--- config.mk ---
export PLATFORM = sky130hd
export DESIGN_NAME = wb_master_bridge
export DESIGN_NICKNAME = d
export VERILOG_FILES = /design/src/rtl/wb_master_pkg.sv /design/src/rtl/wb_timeout_counter.sv /design/src/rtl/wb_master_bridge.sv
export SDC_FILE = /design/constraint.sdc
export NUM_CORES = 1
export LEC_CHECK = 0
export ABC_CLOCK_PERIOD_IN_PS = 1550
export CORE_ASPECT_RATIO = 1.75
export CORE_MARGIN = 2
export CORE_UTILIZATION = 34
export DETAILED_ROUTE_END_ITERATION = 10
export PLACE_DENSITY = 0.81
export SKIP_CTS_REPAIR_TIMING = 1
export SLEW_MARGIN = 20
export SYNTH_ARGS = -nofsm -noshare
export SYNTH_HDL_FRONTEND = slang
export SYNTH_SLANG_ARGS = --single-unit
--- constraint.sdc ---
create_clock -name clk -period 1.55 [get_ports clk]
set_input_delay 0.2325 -clock clk [delete_from_list [all_inputs] [get_ports clk]]
set_output_delay 0.2325 -clock clk [all_outputs]
set_load 0.05 [all_outputs]
--- src/rtl/wb_master_pkg.sv ---
// Shared types and constants for the core-to-Wishbone master bridge.
package wb_master_pkg;

   localparam int WB_ADDR_WIDTH = 28;
   localparam int WB_DATA_WIDTH = 32;
   localparam int WB_SEL_WIDTH  = WB_DATA_WIDTH / 8;

   // Read result substituted whenever a cycle ends in error or timeout.
   localparam logic [WB_DATA_WIDTH-1:0] WB_ERROR_DATA = 32'hFFFFFFFF;

   typedef enum logic {
      IDLE = 1'b0,
      BUS  = 1'b1
   } wbState_t;

endpackage

--- src/rtl/wb_timeout_counter.sv ---
// Counts bus cycles without a slave response and flags the cycle in which
// the allowed budget is used up.
module wb_timeout_counter #(
   parameter int TIMEOUT_CYCLES = 255,
   parameter int TIMEOUT_WIDTH  = 8
) (
   input  logic clk,
   input  logic rst,
   input  logic clear,
   input  logic enable,
   output logic expired
);

   logic [TIMEOUT_WIDTH-1:0] count;

   always_ff @(posedge clk) begin
      if (rst || clear) begin
         count <= '0;
      end else if (enable) begin
         count <= count + 1'b1;
      end
   end

   // The count holds the number of silent cycles already spent, so this
   // cycle is the last one allowed when it equals TIMEOUT_CYCLES-1.
   assign expired = enable && (count == TIMEOUT_WIDTH'(TIMEOUT_CYCLES - 1));

endmodule

--- src/rtl/wb_master_bridge.sv ---
// Core single-request memory port to classic Wishbone B4 master bridge.
// Optional bus-cycle timeout is compiled in with WB_MASTER_TIMEOUT_EN.
module wb_master_bridge
   import wb_master_pkg::*;
#(
   parameter int TIMEOUT_CYCLES = 255,
   parameter int TIMEOUT_WIDTH  = 8
) (
   input  logic                     clk,
   input  logic                     rst,
   input  logic [WB_ADDR_WIDTH-1:0] wbAddress,
   input  logic [WB_SEL_WIDTH-1:0]  wbByteSelect,
   input  logic                     wbEnable,
   input  logic                     wbWriteEnable,
   input  logic [WB_DATA_WIDTH-1:0] wbDataWrite,
   output logic [WB_DATA_WIDTH-1:0] wbDataRead,
   output logic                     wbBusy,
   output logic                     wb_cyc_o,
   output logic                     wb_stb_o,
   output logic                     wb_we_o,
   output logic [WB_ADDR_WIDTH-1:0] wb_adr_o,
   output logic [WB_SEL_WIDTH-1:0]  wb_sel_o,
   output logic [WB_DATA_WIDTH-1:0] wb_dat_o,
   input  logic [WB_DATA_WIDTH-1:0] wb_dat_i,
   input  logic                     wb_ack_i,
   input  logic                     wb_err_i,
   output logic                     busError
);

   wbState_t state;
   logic     timeoutExpired;

   if (TIMEOUT_CYCLES >= (1 << TIMEOUT_WIDTH)) begin : gTimeoutWidthCheck
      $error("TIMEOUT_WIDTH too narrow to count TIMEOUT_CYCLES");
   end

   // Busy comes straight from the state register so the controller sees it
   // without any combinational dependence on its own request strobe.
   assign wbBusy = (state == BUS);

`ifdef WB_MASTER_TIMEOUT_EN
   wb_timeout_counter #(
      .TIMEOUT_CYCLES(TIMEOUT_CYCLES),
      .TIMEOUT_WIDTH (TIMEOUT_WIDTH)
   ) uTimeoutCounter (
      .clk    (clk),
      .rst    (rst),
      .clear  (state == IDLE),
      .enable ((state == BUS) && !wb_ack_i && !wb_err_i),
      .expired(timeoutExpired)
   );
`else
   assign timeoutExpired = 1'b0;
`endif

   // NOTE: every register here is assigned with <= so that all of them see
   // the pre-edge values; busError defaults low each cycle to form a pulse.
   always_ff @(posedge clk) begin
      if (rst) begin
         state      <= IDLE;
         wbDataRead <= WB_ERROR_DATA;
         busError   <= 1'b0;
         wb_cyc_o   <= 1'b0;
         wb_stb_o   <= 1'b0;
         wb_we_o    <= 1'b0;
         wb_adr_o   <= '0;
         wb_sel_o   <= '0;
         wb_dat_o   <= '0;
      end else begin
         busError <= 1'b0;
         unique case (state)
            IDLE: begin
               if (wbEnable) begin
                  wb_adr_o <= wbAddress;
                  wb_we_o  <= wbWriteEnable;
                  wb_sel_o <= wbWriteEnable ? wbByteSelect : '0;
                  wb_dat_o <= wbWriteEnable ? wbDataWrite : '0;
                  wb_cyc_o <= 1'b1;
                  wb_stb_o <= 1'b1;
                  state    <= BUS;
               end
            end
            BUS: begin
               // Error outranks ack; ack outranks a timeout in the same cycle.
               if (wb_err_i) begin
                  wbDataRead <= WB_ERROR_DATA;
                  busError   <= 1'b1;
                  wb_cyc_o   <= 1'b0;
                  wb_stb_o   <= 1'b0;
                  state      <= IDLE;
               end else if (wb_ack_i) begin
                  if (!wb_we_o) begin
                     wbDataRead <= wb_dat_i;
                  end
                  wb_cyc_o <= 1'b0;
                  wb_stb_o <= 1'b0;
                  state    <= IDLE;
               end else if (timeoutExpired) begin
                  wbDataRead <= WB_ERROR_DATA;
                  busError   <= 1'b1;
                  wb_cyc_o   <= 1'b0;
                  wb_stb_o   <= 1'b0;
                  state      <= IDLE;
               end
            end
            default: state <= IDLE;
         endcase
      end
   end

endmodule

==> flow_results.org <==
** Power
- Across the VDD grid, the largest voltage drop is 0.723 mV.
- Power Dens Cells :: between 1000 and 1500 nW/um^2
- In this run the static leakage power is around 2.3 nW.
- Cell-internal power :: around 0.0046 W
- Per report_power, the clock group accounts for about two fifths of the total.
- In this run switching power makes up 27.0% of total power.
- Summed over all nets, the switching power comes to between 0.0015 and 0.002 W.
- Of the total power, combinational logic draws 18.5%.
- Power share of the sequential group :: around 43%

** Setup path
- Cell at the slowest stage of the critical path :: or4b_4
- STA classifies the critical path startpoint as an input pin.
- Chain of cells forming the critical path :: clkdlybuf4s50_1, nand2b_4, or4b_4, o22a_1
- For the worst setup path, the data required time is roughly 1.8 ns.
- Broken down by cell family, the worst path's largest delay share belongs to simple AND/OR/NAND/NOR gates.
- Of all nets on the critical path, the largest fanout is 16.
- In this design, the stage delay of the slowest critical-path cell is ~0.62 ns.
- Arrival @ worst endpoint :: about 1.8 ns
- The worst setup path is of the in2reg kind.
- Count of buffering cells on the critical path with inverters included :: 1
- STA classifies the critical path endpoint as a flip-flop.

** STA
- Total Negative Setup Slacks :: 0 ns
- Max-slew violation total from the final report :: 0
- Peak clock frequency supported by timing :: roughly 660 MHz
- In this run the tightest slew margin relative to its limit is between 60 and 70%.
- Number of failing hold endpoints at the final stage :: 0
- Clock skew on the completed layout was measured at ~0.0050 ns.
- Portion of the clock cycle consumed by the worst path in the final layout :: a little over nine tenths
- Worst hold margin :: around 0.4 ns
- For the pin with the worst max-slew slack, the measured transition is between 0.4 and 0.5 ns.
- Count of endpoints failing setup in the final report :: 0
- After layout, the minimum clock period comes to around 1.5 ns.

** Global route
- Summed over all layers, the global routing overflow is 0.
- The number of global-route vias before repair was 3303.
- The first global-routing pass estimated ~16 mm of wire.
- Maximum number of pins on one net before global-route repair :: 43
- Initial antenna violation count :: 1
- All-layer global routing usage :: between 10% and 20%

** Yosys
- dfxtp_1 is the most common cell in the netlist.
- Number of nets produced by synthesis :: around 480
- Fraction of registers with async set or reset after synthesis :: 0%
- Sorting the synthesized cells by how often they occur yields dfxtp_1, nand2_1, a21oi_1.
- Yosys mapped a number of flops with a built-in enable equal to 0.
- Number of storage elements in the synthesis netlist :: 100
- Of all cell types, the one taking the most synthesized area is dfxtp_1.
- Gate count after technology mapping :: roughly 380
- Average cell area after synthesis :: 9.06 sq um
- Number of unique standard cell types used by synthesis :: 16
- Main area contributors after synthesis :: dfxtp_1, nand2_1, a21oi_1
- Area of the mapped netlist :: between 3000 and 4000 sq um
- Among all flip-flop cells after synthesis, the most frequent one is dfxtp_1.
- Synth warn :: 0
- Share of the synthesized area in the top cell type :: about 59%
- For this run, the register share of the synthesized area comes to 58.9%.

** Clock tree
- H-tree depth :: 3
- Clock edge transition at the registers on the reported setup and hold paths :: roughly 0.070 ns
- TritonCTS built the clock tree.
- Buffer cell driving the clock tree root :: clkbuf_16
- Maximum clock insertion buffer count :: 2
- The tree built by TritonCTS fans out to 100 sinks.
- Clock latency reported for the late side of the worst-skew pair :: 0.34 ns
- Number of CTS-inserted buffers :: 9

** Routing
- Using the TritonRoute via totals, the vias-per-cell ratio works out to 4.87.
- DRC violations left :: 0
- Top sig layer :: met4
- Routed length on met2 :: 5.96 mm
- For this block, the routed nets add up to roughly 11 mm of wire.
- Total via count after detailed routing :: between 3000 and 4000
- Antenna viol nets, final :: 0
- After the first detailed-routing iteration, the DRC count stood at roughly 120.
- After detailed routing, the average wire length per cell comes to between 15 and 20 um.
- After detailed routing, the wire length on met1 is a little under 4 mm.
- First drt pass iteration count :: 4
- Met3 WL :: about 850 um

** Floorplanning
- From left edge to right edge, the die measures between 70 and 80 um.
- Effective utilization at floorplan :: a little over a third
- The die covers approximately 11000 sq um.
- Number of primary I/O pins :: between 200 and 250
- Placeable core region :: between 9000 and 10000 sq um
- Number of cell rows :: between 40 and 50
- The die is 136 um tall.

** Final layout
- Cells with a size suffix above 1 make up roughly 24% of the layout.
- Fill cells in the final layout number 841.
- Multi-input logic area :: approximately 1300 sq um
- In the final design database the tool counted 669 nets.
- Across the whole layout, storage elements account for roughly 2000 sq um.
- Layout overhead on the synthesized area :: 67.4%

** Worst hold path
- Worst min-delay path category :: in2reg

** Flow run
- Maximum Capacitance Violations :: 0

** Placed design
- Routability-driven placement finished with a final weighted congestion of between 0.7 and 0.8.
- Port Buffer Count :: 202
- HPWL Detailed :: ~7.7 mm

** Run status
- The flow ran to the end, and the final reports show no timing, DRC or antenna violations.
==> power groups by stage <==
stage / Sequential [W] / Combinational [W] / Clock (W)
detailed placement: 0.00279 / 0.00117 / 0
floorplan: 0.00314 / 0.000262 / 0
finish: 0.00273 / 0.00117 / 0.00244
global route: 0.00274 / 0.00124 / 0.00260
global placement: 0.00278 / 0.00115 / 0
CTS: 0.00273 / 0.00117 / 0.00251
==> placed cells by master (no fill, tap or decap), drive strengths merged <==
cell | synthesis | layout
clkbuf | 16 | 10
buf | 18 | 113
diode | 0 | 1
dfxtp | 100 | 100
clkdlybuf4s50 | 0 | 100
o21ai | 1 | 1
nor2b | 1 | 1
inv | 0 | 3
a21oi | 68 | 68
nand2 | 95 | 95
nand3 | 36 | 36
clkinv | 0 | 1
bufinv | 0 | 2
or4b | 1 | 3
nor2 | 4 | 4
nand2b | 2 | 2
o22a | 32 | 32
or3b | 1 | 1
==> worst min-delay path: stages <==
cell and delay, ns:
buf_2 0.14, or4b_4 0.20, o22a_1 0.14
==> area by class of cell <==
| class | instances | share of cell area, % |
|---|---|---|
| clock buffer | 10 | 4.20 |
| timing repair buffer | 213 | 33.8 |
| antenna | 1 | 0.0440 |
| multi-input combinational | 243 | 22.3 |
| clock inverter | 6 | 1.63 |
| sequential | 100 | 35.3 |
| tap | 125 | 2.75 |
==> state kept, by name, summed over array words and instances (netlist names) <==
register	count
wb_dat_o	32
wbBusy	1
wbDataRead	32
wb_adr_o	28
busError	1
wb_we_o	1
wb_sel_o	4
wb_stb_o	1
==> path summary, 6_finish.rpt <==
path                      from              to  slack [ns]  cells past startpoint
hold / removal             rst  wbDataRead[18]        0.41                      3
hold reg to reg   wb_dat_o[29]    wb_dat_o[29]        0.45                      2
setup reg to reg       wb_we_o   wbDataRead[8]        0.08                      3
setup / recovery      wb_ack_i   wbDataRead[8]        0.03                      4
==> cell families after synthesis <==
family | after synthesis | synth area share [%]
buf+inv | 34 | 5.19
compound gates | 101 | 18.4
flops | 100 | 58.9
simple gates | 140 | 17.5
==> stage by stage <==
| step | total power (W) | utilization, % | std cells | instance area (sq um) | setup slack (ns) |
|---|---|---|---|---|---|
| 4_1_cts | 0.00640 | 57.8 | 695 | 5660 | -0.00579 |
| 3_3_place_gp | 0.00393 | 54.4 | 679 | 5330 | -0.313 |
| 3_5_place_dp | 0.00395 | 54.4 | 679 | 5330 | -0.349 |
| 2_1_floorplan | 0.00340 | - | 375 | 3410 | 0.00604 |
| 6_report | 0.00634 | 58.1 | 698 | 5690 | 0.0310 |
| 5_1_grt | 0.00658 | 58.1 | 698 | 5690 | -0.000961 |
==> routing by layer <==
| metal | global-route usage [%] | vias up |
|---|---|---|
| li1 | - | 1666 |
| met2 | 34.7 | 145 |
| met5 | 0 | - |
| met4 | 8.91 | 0 |
| met3 | 6.37 | 19 |
| met1 | 19.0 | 1571 |
Note: power is estimated with default switching activity, not from simulation.
